## src/rtl/mem_port_requester_if.sv

```systemverilog
// Client command/response and memory-port signals of one mem_port_requester.
// master = the requester, slave = the client plus the memory port it drives.
interface mem_port_requester_if #(
    parameter int unsigned ADDR_W = 12,
    parameter int unsigned DATA_W = 16
);
    logic              cmd_valid;
    logic              cmd_ready;
    logic [ADDR_W-1:0] cmd_addr;
    logic [DATA_W-1:0] cmd_wdata;
    logic              cmd_wen;

    logic              rsp_valid;
    logic              rsp_ready;
    logic [DATA_W-1:0] rsp_data;

    logic [ADDR_W-1:0] mem_addr;
    logic [DATA_W-1:0] mem_data_in;
    logic              mem_wen;
    logic              mem_valid_in;
    logic [DATA_W-1:0] mem_data_out;
    logic              mem_valid_out;
    logic              mem_freeze;

    modport master (
        input  cmd_valid, cmd_addr, cmd_wdata, cmd_wen, rsp_ready,
               mem_data_out, mem_valid_out, mem_freeze,
        output cmd_ready, rsp_valid, rsp_data,
               mem_addr, mem_data_in, mem_wen, mem_valid_in
    );

    modport slave (
        output cmd_valid, cmd_addr, cmd_wdata, cmd_wen, rsp_ready,
               mem_data_out, mem_valid_out, mem_freeze,
        input  cmd_ready, rsp_valid, rsp_data,
               mem_addr, mem_data_in, mem_wen, mem_valid_in
    );
endinterface

```

## src/rtl/mem_port_requester.sv

```systemverilog
// Client-side initiator for one memory port: request register, outstanding/kind
// tracking and a credit-protected read response FIFO.
module mem_port_requester #(
    parameter int unsigned ADDR_W    = 12,
    parameter int unsigned DATA_W    = 16,
    parameter int unsigned RSP_DEPTH = 4,
    parameter int unsigned MAX_OUT   = 4
) (
    input  logic                       i_clk,
    input  logic                       i_reset,
    mem_port_requester_if.master       bus,
    output logic [$clog2(MAX_OUT):0]   o_out_cnt,
    output logic                       o_idle,
    output logic                       o_err_unexp_rsp
);
    localparam int unsigned OCW = $clog2(MAX_OUT) + 1;
    localparam int unsigned CRW = $clog2(RSP_DEPTH) + 1;
    localparam int unsigned RPW = $clog2(RSP_DEPTH);
    // Kind FIFO gets at least two entries so its pointer is never zero-width.
    localparam int unsigned KD  = (MAX_OUT > 1) ? MAX_OUT : 2;
    localparam int unsigned KPW = $clog2(KD);

    logic              r_valid;
    logic [ADDR_W-1:0] r_addr;
    logic [DATA_W-1:0] r_wdata;
    logic              r_wen;
    logic [OCW-1:0]    r_out_cnt;
    logic [CRW-1:0]    r_credits;
    logic              r_err;
    logic [KD-1:0]     r_kind;
    logic [KPW-1:0]    r_kwr;
    logic [KPW-1:0]    r_krd;
    logic [DATA_W-1:0] r_rsp_mem [RSP_DEPTH];
    logic [RPW-1:0]    r_rwr;
    logic [RPW-1:0]    r_rrd;
    logic [CRW-1:0]    r_rcnt;
    logic              r_rsp_valid;

    logic              w_acc;
    logic [OCW:0]      w_out_sum;
    logic              w_cmd_ready;
    logic              w_cmd_hs;
    logic              w_rd_hs;
    logic              w_rsp_pop;
    logic              w_resp_ok;
    logic              w_unexp;
    logic              w_rsp_push;
    logic [CRW-1:0]    w_rcnt_nxt;

    assign w_acc       = r_valid && !bus.mem_freeze;
    assign w_out_sum   = (OCW+1)'(r_out_cnt) + (OCW+1)'(r_valid);
    // Reads also need a free credit: the memory output cannot be back-pressured.
    assign w_cmd_ready = !i_reset && (!r_valid || w_acc)
                         && (w_out_sum < (OCW+1)'(MAX_OUT))
                         && (bus.cmd_wen || (r_credits != '0));
    assign w_cmd_hs    = bus.cmd_valid && w_cmd_ready;
    assign w_rd_hs     = w_cmd_hs && !bus.cmd_wen;
    assign w_rsp_pop   = r_rsp_valid && bus.rsp_ready;
    assign w_resp_ok   = bus.mem_valid_out && (r_out_cnt != '0);
    assign w_unexp     = bus.mem_valid_out && (r_out_cnt == '0);
    assign w_rsp_push  = w_resp_ok && !r_kind[r_krd];
    assign w_rcnt_nxt  = r_rcnt + CRW'(w_rsp_push) - CRW'(w_rsp_pop);

    assign bus.cmd_ready    = w_cmd_ready;
    assign bus.mem_valid_in = r_valid;
    assign bus.mem_addr     = r_addr;
    assign bus.mem_data_in  = r_wdata;
    assign bus.mem_wen      = r_wen;
    assign bus.rsp_valid    = r_rsp_valid;
    assign bus.rsp_data     = r_rsp_mem[r_rrd];
    assign o_out_cnt        = r_out_cnt;
    assign o_err_unexp_rsp  = r_err;
    assign o_idle           = !r_valid && (r_out_cnt == '0) && !r_rsp_valid;

    always_ff @(posedge i_clk) begin
        if (i_reset) begin
            r_valid     <= 1'b0;
            r_addr      <= '0;
            r_wdata     <= '0;
            r_wen       <= 1'b0;
            r_out_cnt   <= '0;
            r_credits   <= CRW'(RSP_DEPTH);
            r_err       <= 1'b0;
            r_kind      <= '0;
            r_kwr       <= '0;
            r_krd       <= '0;
            r_rwr       <= '0;
            r_rrd       <= '0;
            r_rcnt      <= '0;
            r_rsp_valid <= 1'b0;
            for (int unsigned i = 0; i < RSP_DEPTH; i++) begin
                r_rsp_mem[i] <= '0;
            end
        end else begin
            if (w_cmd_hs) begin
                r_valid <= 1'b1;
                r_addr  <= bus.cmd_addr;
                r_wdata <= bus.cmd_wdata;
                r_wen   <= bus.cmd_wen;
            end else if (w_acc) begin
                r_valid <= 1'b0;
            end

            r_credits <= r_credits + CRW'(w_rsp_pop) - CRW'(w_rd_hs);

            // Kind FIFO mirrors the memory's in-order pipeline: 1 = write.
            if (w_acc) begin
                r_kind[r_kwr] <= r_wen;
                r_kwr         <= r_kwr + KPW'(1);
            end
            if (w_resp_ok) begin
                r_krd <= r_krd + KPW'(1);
            end

            if (w_acc && !w_resp_ok) begin
                r_out_cnt <= r_out_cnt + OCW'(1);
            end else if (!w_acc && w_resp_ok) begin
                r_out_cnt <= r_out_cnt - OCW'(1);
            end

            if (w_unexp) begin
                r_err <= 1'b1;
            end

            if (w_rsp_push) begin
                r_rsp_mem[r_rwr] <= bus.mem_data_out;
                r_rwr            <= r_rwr + RPW'(1);
            end
            if (w_rsp_pop) begin
                r_rrd <= r_rrd + RPW'(1);
            end
            r_rcnt      <= w_rcnt_nxt;
            r_rsp_valid <= (w_rcnt_nxt != '0);
        end
    end
endmodule

```

## src/flat_wrapper.sv

```systemverilog
// flat-port wrapper written by rule: the top's interface ports become plain ports
module mem_port_requester_flat 
#(
    parameter int unsigned ADDR_W    = 12,
    parameter int unsigned DATA_W    = 16,
    parameter int unsigned RSP_DEPTH = 4,
    parameter int unsigned MAX_OUT   = 4
)
  (i_clk, i_reset, o_out_cnt, o_idle, o_err_unexp_rsp, bus_cmd_valid, bus_cmd_addr, bus_cmd_wdata, bus_cmd_wen, bus_rsp_ready, bus_mem_data_out, bus_mem_valid_out, bus_mem_freeze, bus_cmd_ready, bus_rsp_valid, bus_rsp_data, bus_mem_addr, bus_mem_data_in, bus_mem_wen, bus_mem_valid_in);
  mem_port_requester_if #(.ADDR_W(ADDR_W), .DATA_W(DATA_W)) bus_i ();
  input  logic i_clk;
  input  logic i_reset;
  output logic [$clog2(MAX_OUT):0] o_out_cnt;
  output logic o_idle;
  output logic o_err_unexp_rsp;
  input wire logic [$bits(bus_i.cmd_valid)-1:0] bus_cmd_valid;
  input wire logic [$bits(bus_i.cmd_addr)-1:0] bus_cmd_addr;
  input wire logic [$bits(bus_i.cmd_wdata)-1:0] bus_cmd_wdata;
  input wire logic [$bits(bus_i.cmd_wen)-1:0] bus_cmd_wen;
  input wire logic [$bits(bus_i.rsp_ready)-1:0] bus_rsp_ready;
  input wire logic [$bits(bus_i.mem_data_out)-1:0] bus_mem_data_out;
  input wire logic [$bits(bus_i.mem_valid_out)-1:0] bus_mem_valid_out;
  input wire logic [$bits(bus_i.mem_freeze)-1:0] bus_mem_freeze;
  output wire logic [$bits(bus_i.cmd_ready)-1:0] bus_cmd_ready;
  output wire logic [$bits(bus_i.rsp_valid)-1:0] bus_rsp_valid;
  output wire logic [$bits(bus_i.rsp_data)-1:0] bus_rsp_data;
  output wire logic [$bits(bus_i.mem_addr)-1:0] bus_mem_addr;
  output wire logic [$bits(bus_i.mem_data_in)-1:0] bus_mem_data_in;
  output wire logic [$bits(bus_i.mem_wen)-1:0] bus_mem_wen;
  output wire logic [$bits(bus_i.mem_valid_in)-1:0] bus_mem_valid_in;
  assign bus_i.cmd_valid = bus_cmd_valid;
  assign bus_i.cmd_addr = bus_cmd_addr;
  assign bus_i.cmd_wdata = bus_cmd_wdata;
  assign bus_i.cmd_wen = bus_cmd_wen;
  assign bus_i.rsp_ready = bus_rsp_ready;
  assign bus_i.mem_data_out = bus_mem_data_out;
  assign bus_i.mem_valid_out = bus_mem_valid_out;
  assign bus_i.mem_freeze = bus_mem_freeze;
  assign bus_cmd_ready = bus_i.cmd_ready;
  assign bus_rsp_valid = bus_i.rsp_valid;
  assign bus_rsp_data = bus_i.rsp_data;
  assign bus_mem_addr = bus_i.mem_addr;
  assign bus_mem_data_in = bus_i.mem_data_in;
  assign bus_mem_wen = bus_i.mem_wen;
  assign bus_mem_valid_in = bus_i.mem_valid_in;
  mem_port_requester #(.ADDR_W(ADDR_W), .DATA_W(DATA_W), .RSP_DEPTH(RSP_DEPTH), .MAX_OUT(MAX_OUT)) u_core (.i_clk(i_clk), .i_reset(i_reset), .bus(bus_i), .o_out_cnt(o_out_cnt), .o_idle(o_idle), .o_err_unexp_rsp(o_err_unexp_rsp));
endmodule
```

## config.mk

```make
export PLATFORM = sky130hd
export DESIGN_NAME = mem_port_requester_flat
export DESIGN_NICKNAME = d
export VERILOG_FILES = /design/src/rtl/mem_port_requester_if.sv /design/src/rtl/mem_port_requester.sv /design/src/flat_wrapper.sv
export SDC_FILE = /design/constraint.sdc
export NUM_CORES = 1
export LEC_CHECK = 0
export ABC_AREA = 1
export ABC_CLOCK_PERIOD_IN_PS = 6500
export CAP_MARGIN = 40
export CORE_MARGIN = 3
export CORE_UTILIZATION = 50
export DETAILED_ROUTE_END_ITERATION = 12
export GPL_ROUTABILITY_DRIVEN = 0
export PLACE_DENSITY = 0.78
export SLEW_MARGIN = 0
export SYNTH_ARGS = -nofsm -noshare
export SYNTH_HDL_FRONTEND = slang
export SYNTH_SLANG_ARGS = --single-unit
```

## constraint.sdc

```tcl
create_clock -name i_clk -period 6.5 [get_ports i_clk]
set_input_delay 1.3 -clock i_clk [delete_from_list [all_inputs] [get_ports i_clk]]
set_output_delay 1.3 -clock i_clk [all_outputs]
set_load 0.005 [all_outputs]
```

# Word level (Yosys, flattened, before mapping)
# Memory sizes are Yosys's and may differ from the RTL's. A register that Yosys moved wholly into a read port is not among the register bits.
# Index checks and enable logic that the tools add are counted.
[totals]
mem_bits_rw = 64
latchBits = 0
romBits = 0
input_bits = 51
mem_count = 1
regBits = 53
out_inout_bits = 53
[memory_table]
columns = ["memory", "words", "width", "read_ports", "rd_clocked_by_memory_dff", "write_ports", "line", "source"]
rows = [
  ["u_core.r_rsp_mem", 4, 16, 1, 1, 4, "mem_port_requester.sv:33", "logic [DATA_W-1:0] r_rsp_mem [RSP_DEPTH];"],
]
[op_classes]
n_reduce_logical = 32
n_eq_ne = 0
n_mul = 0
n_mux = 19
n_addsub = 11
n_bitwise = 0
order_cmp = 4
shift = 0
div_mod_pow = 0
[ops]
columns = ["op", "count"]
rows = [
  ["2-to-1 mux 16 bit", 1],
  ["OR reduction 16 bit", 1],
  ["logical AND 1 bit", 15],
  ["2-to-1 mux 1 bit", 10],
  ["nonzero test 3 bit", 3],
  ["adder 2 x 1 -> 2 bit, second input constant", 4],
  ["zero test 1 bit", 8],
  ["adder 3 x 1 -> 3 bit", 2],
  ["less-than comparator 2 x 3 -> 1 bit, second input constant", 2],
  ["2-to-1 mux 2 bit", 3],
  ["2-to-1 mux 3 bit", 2],
  ["subtractor 3 x 1 -> 3 bit", 2],
  ["adder 3 x 1 -> 4 bit", 1],
  ["bitwise mux 4 bit", 1],
  ["less-than comparator 4 x 3 -> 1 bit, second input constant", 1],
  ["nonzero test 2 bit", 2],
  ["adder 3 x 1 -> 3 bit, second input constant", 1],
  ["zero test 3 bit", 1],
  ["subtractor 3 x 1 -> 3 bit, second input constant", 1],
  ["binary-select mux 1 bit (select 2 bit)", 1],
  ["demux 1 bit (select 2 bit)", 1],
  [">= comparator 2 x 1 -> 1 bit, second input constant", 1],
  ["logical OR 1 bit", 2],
]

# Longest topological paths before layout
[depth]
word_depth = 9
ltp_mapped = 12

# Least setup slack after synthesis
# Ideal clock, no wire load.
[synth_path]
path_type = "in2reg"
startpoint = "in bus_mem_valid_out"
endpoint = "mem u_core.r_rsp_mem[1][0], enable pin"
slack_ns = 3.359
n_path_buf = 0
t_required_ns = 6.089
path_stages = 4
setup_time_ns = 0.411
t_arrival_ns = 2.729
path_cell_list = "nand2_2 -> inv_2 -> nand3_4 -> o21ai_0"
[synth_lines]
columns = ["element", "line", "source"]
rows = [
  ["start: declaration", "flat_wrapper.sv:22", "input wire logic [$bits(bus_i.mem_valid_out)-1:0] bus_mem_valid_out;"],
  ["end: declaration", "mem_port_requester.sv:33", ""],
]

# Worst setup path after layout
[layout_path]
startpoint = "in i_reset"
endpoint = "out bus_cmd_ready"
[layout_via]
elab_chain_len = 4
[layout_rtl]
columns = ["element", "line", "source"]
rows = [
  ["start: declaration", "flat_wrapper.sv:12", "input logic i_reset;"],
  ["zero test 1 bit", "mem_port_requester.sv:53", "assign w_cmd_ready = !i_reset && (!r_valid || w_acc)"],
  ["logical AND 1 bit", "mem_port_requester.sv:53", ""],
  ["logical AND 1 bit", "mem_port_requester.sv:54", "&& (w_out_sum < (OCW+1)'(MAX_OUT))"],
  ["logical AND 1 bit", "mem_port_requester.sv:55", "&& (bus.cmd_wen || (r_credits != '0));"],
  ["end: declaration", "flat_wrapper.sv:24", "output wire logic [$bits(bus_i.cmd_ready)-1:0] bus_cmd_ready;"],
]
# No other way between the ends.

==> flow_metrics.tcl <==
set metrics [dict create \
    fmax_mhz 198.4 \
    cap_violations 0 \
    crit_arrival_ns 3.74 \
    end_kind "output pin" \
    period_share_pct 77.56 \
    drive_above_1_share_pct 6.374 \
    initial_utilization_pct 51.96 \
    syn_nets 652 \
    htree_levels 4 \
    port-buffer-count 103 \
    worst_pin_slew_ns 0.8501 \
    grt_start_max_net_pins 59 \
    cp-startpoint "i_reset" \
    hold_buffers 0 \
    powerDensity_nw_per_um2 360.5 \
    ys_ff_latch 119 \
    slew_violations 0 \
    setup-tns-final_ns 0 \
    n_antenna_cell 0 \
    synth-seq-area-share_pct 58.71 \
    place_ws_ns 1.467 \
    swShare_pct 29.34 \
    grt_pass1_wl_mm 19.51 \
    reg2regPathDepth 5 \
    final_hold_viol_count 0 \
    wl_per_cell_microns 14.18 \
    r2r_end "u_core.r_rsp_mem[2][13]" \
    clock_latency_ns 0.52 \
    synthAdderAreaFrac_pct 3.354 \
    route.detailed.vias_per_inst 4.958 \
    root_buffer "clkbuf_8" \
    p_leak_uw 0.002930 \
    syn_area_sq_um 5149 \
    core-area_sq_um 9910 \
    rrSetupSlack_ns 4.22 \
    power_uw 2482 \
    syn_inst 589 \
    synth_xor_area_share_pct 1.021 \
    area_growth_pct 33.73 \
    vias 4160 \
    criticalPathCategory "in2out" \
    postRouteAntennaNets 0 \
    synthMuxAreaShare_pct 0 \
    setup-violations-final 0 \
    synth_compound_area_share_pct 7.874 \
    rows 36 \
    combPwrFrac_pct 26.1 \
    dp_cells 807 \
    ir_worst_vdd_v 0.0001848 \
    rsz0062_at_grt "no" \
    avgSynthCellArea_sq_um 8.741 \
    fin_ws_ns 1.459 \
    sequentialPowerShare_pct 39.2 \
    startpoint_type "input port" \
    postCtsSetupRepairBufs 0 \
    dieArea_sq_um 11550 \
    clockBufferDepth 2 \
    pwr-share-clk_pct 34.7 \
    slew_headroom_pct 43.24 \
    ys_warn_count 0 \
    wl_mm 11.89 \
    grt_pass1_vias 4280 \
    synth_cell_type_count 26 \
    drt-initial-drc-count 186 \
    dp_hpwl_mm 7.834 \
    grt_remaining_overflow 0 \
    grt_use_total_pct 21.48 \
    synth-simple-area-share_pct 20.73 \
    rr_startpoint "u_core.r_rwr[1]" \
    numCtsBuffers 17 \
    worstPathRequired_ns 5.20 \
    skew_ns 0.01211 \
    io_pins 104 \
    routed-wl-met3_microns 823 \
    cts.clk_slew.worst_paths_ns 0.06 \
    dr.pass1.iters 4 \
    highest_layer "met4" \
    fin_crit_ns 5.041 \
    final_cell_mix "nor2_1, clkdlybuf4s50_1, nand2_1, inv_1, edfxtp_1" \
    min_path_cells 2 \
    tritoncts "built" \
    clock_sinks 119 \
    power.switching_uw 728.3 \
    final_nets 756 \
    antenna_found_initial 0 \
    die_x_microns 107.5 \
    routed-wl-met2_mm 6.291 \
    status "completed" \
    internal_power_uw 1754 \
    min_path_type "reg2reg" \
    holdPathEnd "u_core.o_err_unexp_rsp" \
    min_from "u_core.o_err_unexp_rsp" \
    die_h_microns 107.5 \
    synth_top_family_by_area "simple AND/OR/NAND/NOR gates" \
    wl_met1_mm 4.602 \
    post_cts_resized 0 \
    layout_commonest_cell "nor2_1" \
    path_max_fanout 50 \
    drc 0 \
    final_cell_count_no_fill 839 \
]
[routing by layer]
metal / vias up / global-route usage (%)
met1: 1925 / 23.37
met3: 23 / 6.779
li1: 2082 / -
met5: - / 0
met4: 0 / 6.312
met2: 130 / 39.81
[layout make-up]
type / count / area, sq um
Timing Repair Buffer: 109 / 1119
Clock inverter: 6 / 35.03
Multi-Input combinational cell: 363 / 1710
Clock buffer: 26 / 520.5
Fill cell: 824 / 3024
Sequential cell: 119 / 3023
Tap cell: 133 / 166.4
Inverter: 83 / 311.5
[worst max-delay path by stage]
stage	to	cells past startpoint
6_report	bus_cmd_ready	6
5_1_grt	bus_cmd_ready	6
4_1_cts	bus_cmd_ready	6
3_5_place_dp	bus_cmd_ready	6
3_3_place_gp	bus_cmd_ready	6
2_1_floorplan	u_core.r_rsp_mem[1][0]	4
[synth_stat cells]
cell	number	share of area, %
o21ai_0	48	4.7
edfxtp_1	64	37
clkinv_1	2	0.15
inv_1	79	5.8
buf_6	2	0.44
nand3_4	1	0.34
and2_1	1	0.12
nor2_2	1	0.12
o22ai_1	16	1.9
nand2_1	95	6.9
or2_2	1	0.12
buf_2	3	0.29
clkbuf_1	17	1.2
nor2_4	1	0.22
buf_4	2	0.29
dfxtp_1	55	21
a21oi_1	13	1.3
nor3_1	1	0.097
ha_1	9	2.2
xor2_1	6	1.0
fa_1	3	1.2
nand2_2	1	0.12
nand4_4	1	0.41
inv_2	2	0.15
nor2_1	156	11
nand3_1	9	0.87
[worst max-delay path, stage by stage]
cell and delay (ns):
clkdlybuf4s50_1 0.68, inv_2 0.77, nand3_1 0.15, nor2_1 0.17
and2_1 0.15, clkdlybuf4s50_1 0.50
[flip-flops by register name, summed over array words and instances (netlist names), named ones only]
register / flops
u_core.bus.mem_wen: 1
u_core.r_rsp_mem: 64
u_core.bus.mem_valid_in: 1
u_core.r_rwr: 2
u_core.bus.mem_data_in: 16
u_core.r_krd: 2
u_core.o_out_cnt: 3
u_core.r_kwr: 2
u_core.r_rcnt: 3
u_core.bus.rsp_valid: 1
u_core.bus.mem_addr: 12
u_core.r_credits: 3
u_core.o_err_unexp_rsp: 1
u_core.r_kind: 4
u_core.r_rrd: 2
[cell families after synthesis]
logic type | count (synthesis)
adder cells (fa/ha/maj) | 12
AND/OR/NAND/NOR | 268
XOR/XNOR | 6
AO/OA/AOI/OAI | 77
buffers and inverters | 107
flip-flops | 119
[power by group through the flow]
stage / Sequential, uW / Combinational (uW) / Clock [uW]
2_1_floorplan: 974 / 352 / 0
3_5_place_dp: 986 / 647 / 0
3_3_place_gp: 987 / 602 / 0
6_report: 973 / 649 / 860
5_1_grt: 984 / 728 / 910
4_1_cts: 973 / 656 / 872
[metrics by stage]
stage	utilization, %	hold WS (ns)	area (sq um)
after floorplan	-	0.4293	5149
after global placement	63.14	0.4396	6257
after detailed placement	63.88	0.4556	6330
after CTS	69.48	0.4685	6885
after global routing	69.48	0.4943	6885
final	69.48	0.4657	6885
Note: power is estimated with default switching activity, not from simulation.
==> RTL change 1, RTL diff (config.mk and constraints unchanged) <==
`MAX_OUT` is set to 4 in 2 places; all go to 8.
--- a/src/rtl/mem_port_requester.sv
+++ b/src/rtl/mem_port_requester.sv
@@ -4,7 +4,7 @@
     parameter int unsigned ADDR_W    = 12,
     parameter int unsigned DATA_W    = 16,
     parameter int unsigned RSP_DEPTH = 4,
-    parameter int unsigned MAX_OUT   = 4
+    parameter int unsigned MAX_OUT   = 8
 ) (
     input  logic                       i_clk,
     input  logic                       i_reset,
--- a/src/flat_wrapper.sv
+++ b/src/flat_wrapper.sv
@@ -4,7 +4,7 @@
     parameter int unsigned ADDR_W    = 12,
     parameter int unsigned DATA_W    = 16,
     parameter int unsigned RSP_DEPTH = 4,
-    parameter int unsigned MAX_OUT   = 4
+    parameter int unsigned MAX_OUT   = 8
 )
   (i_clk, i_reset, o_out_cnt, o_idle, o_err_unexp_rsp, bus_cmd_valid, bus_cmd_addr, bus_cmd_wdata, bus_cmd_wen, bus_rsp_ready, bus_mem_data_out, bus_mem_valid_out, bus_mem_freeze, bus_cmd_ready, bus_rsp_valid, bus_rsp_data, bus_mem_addr, bus_mem_data_in, bus_mem_wen, bus_mem_valid_in);
   mem_port_requester_if #(.ADDR_W(ADDR_W), .DATA_W(DATA_W)) bus_i ();
Ports: changed (resized o_out_cnt); port bits go from 104 to 105. The function was not compared with the original's and may differ.
==> RTL change 1 against the unedited design <==
Core utilization about the same. Total power grew 16%. Via count is 8.3% higher. Synthesized area grew 6.6%. Setup slack gained 0.76 ns. Synthesized cell count shrank 0.51%. Design area is 6.1% higher. Routed wire length up 7.9%. Sequential cell count increased by 7.
==> RTL change 1: results <==
metrics = {
    "outcome": {
        "status": "complete, no violations",
    },
    "clocking": {
        "post_cts_buffers": 0,
        "postCtsResizedCells": 0,
        "cts_htree_levels": 4,
        "ctsHoldBuffers": 0,
        "worstSkewPairLatency_ns": 0.52,
        "clkTransAtPathRegs_ns": 0.06,
        "cts_buffer_depth": 2,
        "clock-root-buffer": "clkbuf_8",
    },
    "timing": {
        "skew_ns": 0.01312,
        "worstMarginPinSlew_ns": 0.7154,
        "slew_viol_final": 0,
        "fin_setup_tns_ns": 0,
    },
    "final_layout": {
        "nNetsFinal": 753,
        "drive_gt1_share_pct": 9.829,
        "fill_cells": 783,
        "largest_register_ffs": 64,
        "n_antenna_cell": 0,
    },
    "logic_synthesis": {
        "syn_nets": 649,
        "ys_async_sr_fraction_pct": 0,
        "synth_common_cells": "98 x nor2_1, 71 x nand2_1, 64 x edfxtp_1",
        "ys_types": 34,
        "yosysWarnings": 0,
        "synth_edf_count": 64,
        "synthTopCellsByArea": "edfxtp_1 35%, dfxtp_1 23%, nor2_1 6.7%",
        "ys_seq_area_share_pct": 57.62,
    },
    "worst_setup_path": {
        "critPathArrivalTime_ns": 2.98,
        "path_max_fanout": 29,
        "ff2ff_path_depth": 11,
    },
    "route": {
        "drt_iter0_markers": 304,
        "wire_per_inst_um": 15.32,
        "drtPass1Iterations": 5,
        "antenna_left": 0,
        "viasPerCell": 5.375,
    },
    "min_path": {
        "min_path_cells": 2,
        "hp-class": "reg -> reg",
    },
    "place": {
        "hpwl_mm": 8.577,
        "placed_cell_area_um2": 6675,
        "numPortBuffers": 104,
    },
    "grt": {
        "grt_pass1_wl_mm": 21.22,
        "antenna_found_initial": 0,
        "grt_max_degree": 46,
        "grt_pass1_vias": 4511,
        "grt.total_usage_pct": 21.24,
    },
    "power": {
        "ir_worst_vdd_uv": 208.8,
        "p_leak_nw": 2.886,
    },
}
RTL change 1: cell count changes after synthesis, sizes merged, moves of 2 or more:
cell,delta
nor2,-50
nand3,+39
a21oi,+35
inv,-28
nand2,-15
dfxtp,+7
a311oi,+4
clkbuf,+2
clkinv,+2
nor3,+2
o21ai,-2
xor2,-2
RTL change 1: per-stage QoR:
stage          worst slack (ns)  hold WS, ns  instances
2_1_floorplan             3.328       0.4390        586
3_3_place_gp              2.172       0.4459        801
3_5_place_dp              2.224       0.4450        807
4_1_cts                   2.225       0.4575        838
5_1_grt                   2.106       0.4856        838
6_report                  2.223       0.4629        838
RTL change 1: final timing paths:
kind,from,to,slack (ns)
worst max register to register,u_core.o_out_cnt[0],u_core.r_credits[2],3.98
worst max-delay path,bus_mem_freeze,bus_cmd_ready,2.22
worst min register to register,u_core.bus.mem_addr[11],u_core.bus.mem_addr[11],0.46
worst min-delay path,u_core.bus.mem_addr[11],u_core.bus.mem_addr[11],0.46
RTL change 1: logic make-up after synthesis:
kind of cell | Yosys count | synth area share (%)
adders and majority gates | 12 | 3.146
DFF | 126 | 57.62
AOI/OAI and AO/OA | 114 | 11.03
buffers and inverters | 84 | 6.405
and+or+nand+nor | 245 | 20.99
xor gates and xnor gates | 5 | 0.7978
RTL change 1: area by class of cell:
type | instances | area, um^2 | area share [%]
clock buffer | 18 | 417.9 | 5.720
timing repair buffer | 112 | 1146 | 15.69
tap | 136 | 170.2 | 2.329
multi-input combinational | 376 | 1982 | 27.13
clock inverter | 13 | 212.7 | 2.911
sequential | 126 | 3163 | 43.30
inverter | 57 | 214.0 | 2.929
RTL change 1: worst max-delay path: stages:
cell,delay [ns]
clkdlybuf4s50_1,0.44
nand2_1,0.11
nand2_1,0.09
nor3b_2,0.18
buf_4,0.30
clkdlybuf4s50_1,0.56
RTL change 1: metal layers:
metal | vias to the layer above | share of wire [%] | track usage [%]
met3 | 25 | 7.1 | 6.605
met5 | - | 0 | 0
li1 | 2175 | - | -
met2 | 168 | 51 | 36.77
met4 | 0 | 1.7 | 6.979
met1 | 2136 | 40 | 25.12
RTL change 1: where the power goes:
| part | total, mW | switching (mW) | internal, mW |
|---|---|---|---|
| combinational | 0.799 | 0.456 | 0.343 |
| sequential | 1.06 | 0.0814 | 0.981 |
| clock | 1.01 | 0.346 | 0.663 |
==> RTL change 2, RTL diff (same settings) <==
Without the edit above. Register the output `o_out_cnt` once more; this adds one clock of latency there. The other outputs are not delayed to match.
--- a/src/rtl/mem_port_requester.sv
+++ b/src/rtl/mem_port_requester.sv
@@ -68,7 +68,9 @@
     assign bus.mem_wen      = r_wen;
     assign bus.rsp_valid    = r_rsp_valid;
     assign bus.rsp_data     = r_rsp_mem[r_rrd];
-    assign o_out_cnt        = r_out_cnt;
+    always_ff @(posedge i_clk) begin
+        o_out_cnt <= r_out_cnt;
+    end
     assign o_err_unexp_rsp  = r_err;
     assign o_idle           = !r_valid && (r_out_cnt == '0) && !r_rsp_valid;
 
Behaviour: not the same (a bounded check fails within 4 cycles, from zero or initial values and one cycle with i_reset high).
==> RTL change 2 against the unedited design <==
Die area grew 1.2%. Synthesized cell count grew 0.51%. Synthesized area grew 1.2%. Total power grew 0.30%. Cell count grew 0.36%. Routed wire length grew 0.43%. Via count shrank 0.50%. Maximum frequency grew 17%. Sequential cell count grew 3. Design area grew 0.35%. Worst hold slack lost 0.077 ns. Setup slack gained 0.75 ns. Largest cell class unchanged.
==> RTL change 2: results <==
metrics = {
    "route": {
        "drt_iter0_markers": 276,
        "drtPass1Iterations": 5,
        "via_count": 4139,
        "wire_per_inst_um": 14.19,
    },
    "worst_setup_path": {
        "reg2reg_slack_ns": 4.11,
        "critPathArrivalTime_ns": 2.99,
        "worstReg2RegStart": "u_core.r_out_cnt[0]",
        "path_max_fanout": 11,
        "slowest_delay_ns": 0.66,
        "ff2ff_path_depth": 7,
        "r2r_end": "u_core.r_rsp_mem[3][13]",
        "cp_slowest_cell": "clkdlybuf4s50_1",
    },
    "final_layout": {
        "final_core_util_pct": 69.41,
        "drive_gt1_share_pct": 7.052,
        "nNetsFinal": 759,
        "fill_cells": 766,
        "stdcell_count": 842,
    },
    "logic_synthesis": {
        "ys_types": 28,
        "ys_seq_area_share_pct": 59.15,
        "syn_nets": 655,
        "synth_common_cells": "156 x nor2_1, 98 x nand2_1, 79 x inv_1",
        "synth_edf_count": 64,
        "synthTopCellsByArea": "edfxtp_1 37%, dfxtp_1 22%, nor2_1 11%",
    },
    "grt": {
        "grt_pass1_vias": 4218,
        "grt.total_usage_pct": 21.62,
        "grt_pass1_wl_mm": 19.48,
    },
    "clocking": {
        "cts_htree_levels": 4,
    },
    "min_path": {
        "min_to": "u_core.o_out_cnt[1]",
        "min-delay-start": "u_core.r_out_cnt[1]",
        "min_path_cells": 0,
    },
    "power": {
        "ir_worst_vdd_uv": 190.8,
        "p_leak_nw": 2.955,
    },
    "place": {
        "placed_cell_area_um2": 6391,
        "dp.cells": 810,
        "hpwl_mm": 7.883,
        "dp_slack_ns": 2.244,
    },
    "timing": {
        "hold-worst-slack_ns": 0.3892,
        "worstMarginPinSlew_ns": 0.7584,
    },
    "outcome": {
        "status": "complete, no violations",
    },
}
[RTL change 2: cell type report]
cell class                 instances  share of cell area [%]
clock inverter                    15                   1.503
sequential                       122                   44.62
timing repair buffer             109                   16.14
inverter                          82                   4.455
multi-input combinational        364                   24.88
clock buffer                      17                   5.994
tap                              133                   2.409
[RTL change 2: critical path: cells and delay by family]
family | cells | cell delay (ns)
buffers and inverters | 3 | 1.29
AND/OR/NAND/NOR | 3 | 0.40
[RTL change 2: worst max path at each step]
stage	startpoint	endpoint	depth (start not counted)	slack, ns
6_report	i_reset	bus_cmd_ready	6	2.21
5_1_grt	i_reset	bus_cmd_ready	6	2.05
4_1_cts	i_reset	bus_cmd_ready	6	2.21
3_5_place_dp	i_reset	bus_cmd_ready	6	2.24
3_3_place_gp	i_reset	bus_cmd_ready	6	2.25
2_1_floorplan	bus_mem_valid_out	u_core.r_rsp_mem[1][0]	4	3.28
[RTL change 2: where the power goes]
part | switching [mW] | internal (mW)
clock | 0.343 | 0.467
combinational | 0.357 | 0.310
sequential | 0.0668 | 0.947
[RTL change 2: cell families after synthesis]
kind of cell | Yosys count | share of synthesized area [%]
XOR/XNOR | 6 | 1.008
AND/OR/NAND/NOR | 271 | 20.57
flip-flops | 122 | 59.15
buffers and inverters | 106 | 8.113
adder cells (fa/ha/maj) | 12 | 3.313
AO/OA/AOI/OAI | 75 | 7.849
[RTL change 2: per-layer routing]
metal	wire, um	part of all wire (%)	global-route usage (%)	vias up
met5	0	0	0	-
met4	187	1.6	7.935	0
met3	746	6.2	6.627	17
met2	5934	50	37.92	127
met1	5075	42	24.90	1920
li1	-	-	-	2075
